File: src/rtl/phy_clk_sched_pkg.sv
// Shared constants for the PHY clock scheduler: FSM encodings, phase width
// and the phase masks that select each enable strobe.
package phy_clk_sched_pkg;

  typedef logic [1:0] state_t;

  localparam state_t ST_HOLD   = 2'd0;
  localparam state_t ST_ALIGN  = 2'd1;
  localparam state_t ST_RUN    = 2'd2;
  localparam state_t ST_RESYNC = 2'd3;

  localparam int PHASE_W = 3;
  localparam logic [PHASE_W-1:0] PHASE_LAST = 3'd7;

  // A strobe fires when every bit of its mask is set in the current phase.
  localparam logic [PHASE_W-1:0] MASK_4F = 3'b001;
  localparam logic [PHASE_W-1:0] MASK_2F = 3'b011;
  localparam logic [PHASE_W-1:0] MASK_F  = 3'b111;

  function automatic logic phase_hit(input logic [PHASE_W-1:0] ph,
                                     input logic [PHASE_W-1:0] mask);
    return (ph & mask) == mask;
  endfunction

endpackage

File: src/rtl/phy_clk_sched_rr_arbiter.sv
// Round-robin arbiter: on load, grants the first requester after the last
// winner and holds that one-hot grant until the next load or clear.
module rr_arbiter #(
  parameter int NREQ = 4
) (
  input  logic            clk,
  input  logic            rst_n,
  input  logic [NREQ-1:0] req,
  input  logic            load,
  input  logic            clr,
  output logic [NREQ-1:0] grant
);

  localparam int PW = $clog2(NREQ);

  logic [PW-1:0]   ptr_q, ptr_d;
  logic [NREQ-1:0] grant_q, grant_d;
  logic [PW-1:0]   win;
  logic [PW-1:0]   idx;
  logic            found;

  always_comb begin
    found = 1'b0;
    win   = ptr_q;
    idx   = '0;
    // Walk from pointer+1 round to the pointer itself; the first hit wins.
    for (int i = 1; i <= NREQ; i++) begin
      idx = PW'((int'(ptr_q) + i) % NREQ);
      if (!found && req[idx]) begin
        found = 1'b1;
        win   = idx;
      end
    end
  end

  always_comb begin
    grant_d = grant_q;
    ptr_d   = ptr_q;
    if (clr) begin
      grant_d = '0;
    end else if (load) begin
      grant_d = found ? (NREQ'(1) << win) : '0;
      if (found) ptr_d = win;
    end
  end

  always_ff @(posedge clk or negedge rst_n) begin
    if (!rst_n) begin
      grant_q <= '0;
      ptr_q   <= PW'(NREQ - 1);
    end else begin
      grant_q <= grant_d;
      ptr_q   <= ptr_d;
    end
  end

  assign grant = grant_q;

endmodule

File: src/rtl/phy_clk_sched.sv
// PHY clock divider scheduler: sequences divider reset release, tracks the
// f-period phase, emits 4f/2f/f strobes and time-shares periods among lanes.
module phy_clk_sched
  import phy_clk_sched_pkg::*;
#(
  parameter int RST_CYCLES = 4,
  parameter int NREQ       = 4
) (
  input  logic               clk_8f,
  input  logic               resetCLK,
  input  logic               sync_req,
  input  logic [NREQ-1:0]    req,
  output logic               div_rst_n,
  output logic [PHASE_W-1:0] phase,
  output logic               en_4f,
  output logic               en_2f,
  output logic               en_f,
  output logic               ready,
  output logic [NREQ-1:0]    grant,
  output logic               grant_valid,
  output logic               sync_done
);

  localparam int CNT_W = (RST_CYCLES > 1) ? $clog2(RST_CYCLES) : 1;
  localparam logic [CNT_W-1:0] CNT_LAST = CNT_W'(RST_CYCLES - 1);

  state_t             state_q, state_d;
  logic [CNT_W-1:0]   cnt_q, cnt_d;
  logic [PHASE_W-1:0] phase_q, phase_d;
  logic               sync_pend_q, sync_pend_d;
  logic               resync_q, resync_d;
  logic               sync_done_q, sync_done_d;
  logic               arb_load, arb_clr;

  always_comb begin
    // NOTE: every signal gets a default before the case so no path leaves it
    // unassigned; otherwise synthesis infers a latch to hold the old value.
    state_d     = state_q;
    cnt_d       = cnt_q;
    phase_d     = '0;
    sync_pend_d = sync_pend_q;
    arb_load    = 1'b0;
    arb_clr     = 1'b0;
    case (state_q)
      ST_HOLD: begin
        cnt_d = cnt_q + 1'b1;
        if (cnt_q == CNT_LAST) begin
          state_d = ST_ALIGN;
          cnt_d   = '0;
        end
      end
      ST_ALIGN: begin
        state_d  = ST_RUN;
        arb_load = 1'b1;
      end
      ST_RUN: begin
        phase_d     = phase_q + 1'b1;
        sync_pend_d = sync_pend_q | sync_req;
        if (phase_q == PHASE_LAST) begin
          if (sync_pend_q || sync_req) begin
            state_d = ST_RESYNC;
            arb_clr = 1'b1;
          end else begin
            arb_load = 1'b1;
          end
        end
      end
      ST_RESYNC: begin
        sync_pend_d = 1'b0;
        state_d     = ST_ALIGN;
      end
      default: state_d = ST_HOLD;
    endcase
    // ALIGN remembers whether it was reached through RESYNC.
    resync_d    = (state_q == ST_RESYNC);
    sync_done_d = (state_q == ST_ALIGN) && resync_q;
  end

  always_ff @(posedge clk_8f or negedge resetCLK) begin
    if (!resetCLK) begin
      state_q     <= ST_HOLD;
      cnt_q       <= '0;
      phase_q     <= '0;
      sync_pend_q <= 1'b0;
      resync_q    <= 1'b0;
      sync_done_q <= 1'b0;
    end else begin
      // NOTE: non-blocking assignments so every flop samples pre-edge values,
      // independent of statement order.
      state_q     <= state_d;
      cnt_q       <= cnt_d;
      phase_q     <= phase_d;
      sync_pend_q <= sync_pend_d;
      resync_q    <= resync_d;
      sync_done_q <= sync_done_d;
    end
  end

  rr_arbiter #(.NREQ(NREQ)) u_arb (
    .clk   (clk_8f),
    .rst_n (resetCLK),
    .req   (req),
    .load  (arb_load),
    .clr   (arb_clr),
    .grant (grant)
  );

  assign div_rst_n   = (state_q == ST_ALIGN) || (state_q == ST_RUN);
  assign ready       = (state_q == ST_RUN);
  assign phase       = phase_q;
  assign en_4f       = ready && phase_hit(phase_q, MASK_4F);
  assign en_2f       = ready && phase_hit(phase_q, MASK_2F);
  assign en_f        = ready && phase_hit(phase_q, MASK_F);
  assign grant_valid = |grant;
  assign sync_done   = sync_done_q;

endmodule
File: config.mk
export PLATFORM = sky130hd
export DESIGN_NAME = phy_clk_sched
export DESIGN_NICKNAME = d
export VERILOG_FILES = /design/src/rtl/phy_clk_sched_pkg.sv /design/src/rtl/phy_clk_sched_rr_arbiter.sv /design/src/rtl/phy_clk_sched.sv
export SDC_FILE = /design/constraint.sdc
export NUM_CORES = 1
export LEC_CHECK = 0
export CAP_MARGIN = 25
export CORE_MARGIN = 2
export CORE_UTILIZATION = 30
export CTS_CLUSTER_SIZE = 25
export DETAILED_ROUTE_END_ITERATION = 16
export PLACE_DENSITY = 0.62
export SLEW_MARGIN = 20
export SYNTH_ARGS = -nofsm -noshare
export SYNTH_HDL_FRONTEND = slang
export SYNTH_SLANG_ARGS = --single-unit
export TNS_END_PERCENT = 100
File: constraint.sdc
create_clock -name clk_8f -period 1.5 [get_ports clk_8f]
set_input_delay 0.3 -clock clk_8f [delete_from_list [all_inputs] [get_ports clk_8f]]
set_output_delay 0.3 -clock clk_8f [all_outputs]
set_load 0.01 [all_outputs]
* Word-level counts from Yosys, hierarchy flattened
Index checks and enable logic that the tools add are counted.
Widths: inputs -> output; s select.
** Storage, ports and cells
- Flip-flop bits (word level) :: 16
- Output and inout port bits :: 14
- Logic and storage cells :: 80
** Operators by class
- $add $sub $neg :: 6
- Magnitude comparators :: 4
- Equality and inequality tests :: 9
- Shift operators :: 1
- Muxes and demuxes :: 32
- Bitwise logic cells :: 2
- Reductions and logical operators :: 18
** Operators with widths (count)
- $mux 2 :: 8
- $mux 1 :: 13
- $lt 2x3->1 const B :: 4
- $mux 4 :: 3
- $bmux 1 s2 :: 4
- $eq 2x2->1 const B :: 4
- $pmux 2 s4 :: 1
- $logic_and 1x1->1 :: 7
- $add 2x1->2 const B :: 3
- $reduce_and 3->1 :: 2
- $add 2x2->2 const B :: 2
- $ne 2x1->1 const B :: 2
- $pmux 1 s2 :: 2
- $reduce_bool 2->1 :: 2
- $reduce_or 4->1 :: 1
- $shl 1x2->4 const A :: 1
- $add 3x1->3 const B :: 1
- $eq 3x3->1 const B :: 1
- $logic_not 1->1 :: 3
- $mux 3 :: 1
- $eq 2x1->1 const B :: 1
- $logic_not 2->1 :: 1
- $logic_or 1x1->1 :: 2
- $ne 2x2->1 const B :: 1
- other kinds (2) :: 2

* Depth between registers and ports, before layout
- Word-level depth :: 17
- Depth in mapped cells :: 6
- Mapped depth without buffers :: 6

* Cells and area by module
Synthesis repeated with hierarchy kept, for this count alone.
** Unflattened totals
- Cells, all modules :: 77
- Area total of the unflattened synthesis :: 845.8 µm²
** By module, submodules not included
- phy_clk_sched :: instances 1, cells each 42, area each 505.5 µm², seq. area each 250.2 µm²
- rr_arbiter :: instances 1, cells each 35, area each 340.3 µm², seq. area each 152.6 µm²

* Least setup slack after synthesis
Ideal clock, no wire load.
- Path kind :: reg2reg
- Start :: register phase_q[0], in the netlist phase[0]
- End :: register u_arb.grant_q[2], in the netlist u_arb.grant[2]
- Library setup time :: 66 ps
- Arrival time :: 1628 ps
- Data required time :: 1434 ps
- Setup slack :: -194 ps
- Stages on the path, launching flop included :: 7
- Buffers on the path :: 0
- Clock period less this slack :: 1694 ps
- Path through :: dfrtp_1 ha_1 ha_1 a21boi_0 o211ai_2 a311oi_2 a22o_1
** On the way
- Word-level cells in the longest chain between the ends :: 4
** RTL lines
- from (decl) :: RTL line phy_clk_sched.sv:29 : logic [PHASE_W-1:0] phase_q, phase_d;
- from (signal assigned) :: RTL line phy_clk_sched.sv:92 : phase_q <= phase_d;
- $eq 3x3->1 * :: RTL line phy_clk_sched.sv:59 : if (phase_q == PHASE_LAST) begin
- $mux 1 :: RTL line phy_clk_sched.sv:59
- $pmux 1 s2 / $mux 1 (equally long branches) :: RTL line phy_clk_sched.sv:44 : case (state_q)
- $reduce_bool 2->1 (no line) / $mux 4 (equally long branches)
- to (signal assigned) :: RTL line phy_clk_sched_rr_arbiter.sv:52 : grant_q <= grant_d;
- to (decl) :: RTL line phy_clk_sched_rr_arbiter.sv:17 : logic [NREQ-1:0] grant_q, grant_d;
Mark *: on every way between the ends. The rest lies on a longest branch, timed or not.
A chain may end at the register's enable or synchronous reset.

* Worst setup path after layout
- Start :: register phase_q[1], in the netlist phase[1]
- End :: register u_arb.ptr_q[0]
** On the way
- Word-level cells in the longest chain between the ends :: 5
** RTL lines
- $eq 3x3->1 * :: RTL line phy_clk_sched.sv:59
- $mux 1 :: RTL line phy_clk_sched.sv:59
- $mux 1 :: RTL line phy_clk_sched.sv:44
- $not 1->1 (no line)
- $reduce_and 3->1 (no line) *
- to (signal assigned) :: RTL line phy_clk_sched_rr_arbiter.sv:50 : ptr_q <= PW'(NREQ - 1);
- to (signal assigned) :: RTL line phy_clk_sched_rr_arbiter.sv:53 : ptr_q <= ptr_d;
- to (decl) :: RTL line phy_clk_sched_rr_arbiter.sv:16 : logic [PW-1:0] ptr_q, ptr_d;
Marked as above.

==> results.md <==
* Skew final at between 0.003 and 0.004 ns
* Final core occ at 0.536
* Ant diodes at 0
* Async SR Flop Fraction at 1.00
* Setup-failing EPs final at 10
* Via count at about 740
* Vias in the first global route at 707
* M2 GR Usage at 0.213
* Core area at 0.00254 mm²
* Met1 Use GR at 0.172
* Mapped Area at 823 µm²
* Footprint of the multi-input gates at 485 µm²
* Max-cap violations at 0
* Met3 GRT Util at 0.00461
* Top Usage Layer GRT: met2
* Rel. slew slack at 0.796
* Crit path time final at 1.65 ns
* Mean Syn Cell Area at 11.0 µm²
* Worst reg2reg path depth at 8
* Final HPWL DP at about 1500 µm
* Synth Flop Type: dfrtp_1
* Maximum root-to-sink buffer count at 2
* Seq/Total Area, Yosys at 0.489
* Post-synth cell types at 28
* Period utilisation layout at 1.10
* Die area at 0.00318 mm²
* Pwr Density at 1850 mW/mm²
* CP max stage cell: dfrtp_1
* Initial antenna violation count at 0
* Failing checks: negative setup slack
* Min-delay worst type: input pin to asynchronous set/reset pin
* Post-detailed-route count of antenna-violating nets at 0
* Latest clock arrival within the worst-skew pair at about 0.28 ns
* Cell Chain, Critical Path: ha_2, ha_4, and4bb_1, o211ai_4, buf_4, buf_6, nand2_2, o21ai_2
* Max Freq at 606 MHz
* Placed Cells incl. Taps at 146
* Critical path's largest stage delay at 0.40 ns
* Final Wtd Congestion at 0.820
* Hold slack at approximately 0.33 ns
* Die Width at 56.4 µm
* Residual DRC at 0
* Fillers at 250
* Ports at 21
* CTS root buf: clkbuf_4
* Final Net Count at 140
* WP data arrival at approximately 1.9 ns
* CTS tree: yes
* Leak at 0.000664 µW
* DR vias/cell at ~4.7
* TritonRoute pass-1 iters at 3
* Cells after Synth at 75
* Yosys warnings at 0
* Slew Viols, Final at 0
* Final hold vios at 0
* Required @ worst endpoint at 1.71 ns
* Detailed Route WL at 1970 µm
* Peak supply drop at about 0.001 V
* Iter 0 DRT Violations at 5
* Critical path launch point type: register
* RSZ-0062 raised after global routing: true
* Kind of critical path: register to register
* Worst R2R Start: phase[1]
* Htree depth at 1
* Setup ws final at -0.150 ns
* Slew @ Worst Pin at 0.303 ns
* Initial Utilization at 0.324
* Crit end category: register
* Mapped Nets at 89
* Layout area overhead at 65.8%
* Status: complete, but fails checks
* Congestion Overflow GR at 0
* Post-synth EDFFs at 0
* GRT Total Usage at 0.128
* Reg clk slew, reported paths at 0.09 ns
* First-pass GRT wire length at 3240 µm
* Clk sink count at 16
* Worst Setup SP: phase[1]
* CTS buffer count at 3
* Largest net degree at the start of global routing at 17
* Layout Cells excl Fill at 155
* Pre-CTS WS at -0.294 ns
* Port Buffers at 20
* Register area at 404 µm²
* Rows at 18
* CP Max Fanout at 4
* #FFs+latches synth at 16
* Share of cells above drive strength 1 at 0.472
* Die Y at about 56 µm
* Drt wl/cell at ~13 µm
* Power consumption at 2530 µW
## registers in the layout, indices dropped and copies added (netlist names)
register and cells:
phase 3, resync_q 1, state_q 2, cnt_q 2, sync_pend_q 1, u_arb.ptr_q 2, u_arb.grant 4, sync_done 1
## routing by layer
layer	share of wire	vias up
li1	-	371
met1	0.46	347
met2	0.50	13
met3	0.026	4
met4	0.021	0
met5	0	-
## worst max-delay path, delay by kind of cell (launching register included)
family                   cells  cell delay, ns
flip-flops                   1            0.40
AND/OR/NAND/NOR              2            0.28
AO/OA/AOI/OAI                2            0.27
buffers and inverters        2            0.24
adder cells (fa/ha/maj)      2            0.39
## final timing paths
check / to / slack (ns)
min in group clk_8f: sync_done / 0.45
worst max register to register: u_arb.ptr_q[0] / -0.15
worst max-delay path: u_arb.ptr_q[0] / -0.15
worst min-delay path: state_q[0] / 0.33
worst min register to register: sync_done / 0.45
max in group asynchronous: u_arb.ptr_q[1] / 0.91
## cell usage after synthesis, drive strengths merged, types with 2 or more instances
cell   instances  area, µm²
nor2b          2       12.5
nand2          5       18.8
a21oi          3       15.0
mux2           2       22.5
ha             7       87.6
dfstp          2       52.6
o21ai          5       25.0
a21o           2       16.3
nor2           4       15.0
a22o           4       35.0
inv            3       11.3
nand3          2       10.0
and2           7       43.8
dfrtp         14        350
or4            2       15.0
## placed cells by master (no fill, tap or decap), drive strengths merged, types with 2 or more instances in the layout
| cell type | synthesis | layout |
|---|---|---|
| dfstp | 2 | 2 |
| a21o | 2 | 2 |
| inv | 3 | 3 |
| nor2b | 2 | 2 |
| nand3 | 2 | 2 |
| or4 | 2 | 2 |
| clkdlybuf4s50 | 0 | 7 |
| buf | 0 | 34 |
| and2 | 7 | 7 |
| dlygate4sd2 | 0 | 5 |
| clkbuf | 1 | 4 |
| a21oi | 3 | 3 |
| nor2 | 4 | 4 |
| nand2 | 5 | 5 |
| o21ai | 5 | 5 |
| ha | 7 | 7 |
| a22o | 4 | 4 |
| dfrtp | 14 | 14 |
| mux2 | 2 | 2 |
## cell type report
type	count	share of cell area
inverter	3	0.00825
sequential	16	0.296
tap	30	0.0275
clock buffer	4	0.0192
multi-input combinational	55	0.356
timing repair buffer	47	0.293
## power by group
part	switching, µW	total, µW	leakage [µW]	internal, µW
clock network	130	233	0.0000150	103
registers	129	757	0.000200	628
logic	654	1540	0.000449	882
## through the flow
stage          instance area (µm²)  TNS (ns)
6_report                      1370     -1.17
5_1_grt                       1370     -2.00
4_1_cts                       1300    -0.682
3_5_place_dp                  1240     -2.53
3_3_place_gp                  1240     -2.22
2_1_floorplan                  843    -0.255
## kinds of logic (layout without fill, tap and decap cells)
group | count (synthesis) | in the layout | share of synthesized area
AND/OR/NAND/NOR | 27 | 27 | 0.185
AO/OA/AOI/OAI | 18 | 18 | 0.161
flip-flops | 16 | 16 | 0.489
adder cells (fa/ha/maj) | 7 | 7 | 0.106
buffers and inverters | 4 | 54 | 0.0182
multiplexers | 3 | 3 | 0.0395
## what timing repair did
action                     4_1_cts  5_1_grt
resized for setup               42       15
pin swaps                        7        5
setup endpoints to repair       19       13
hold buffers                     0        0
buffers inserted                 1        4
(Power assumes the default switching activity.)
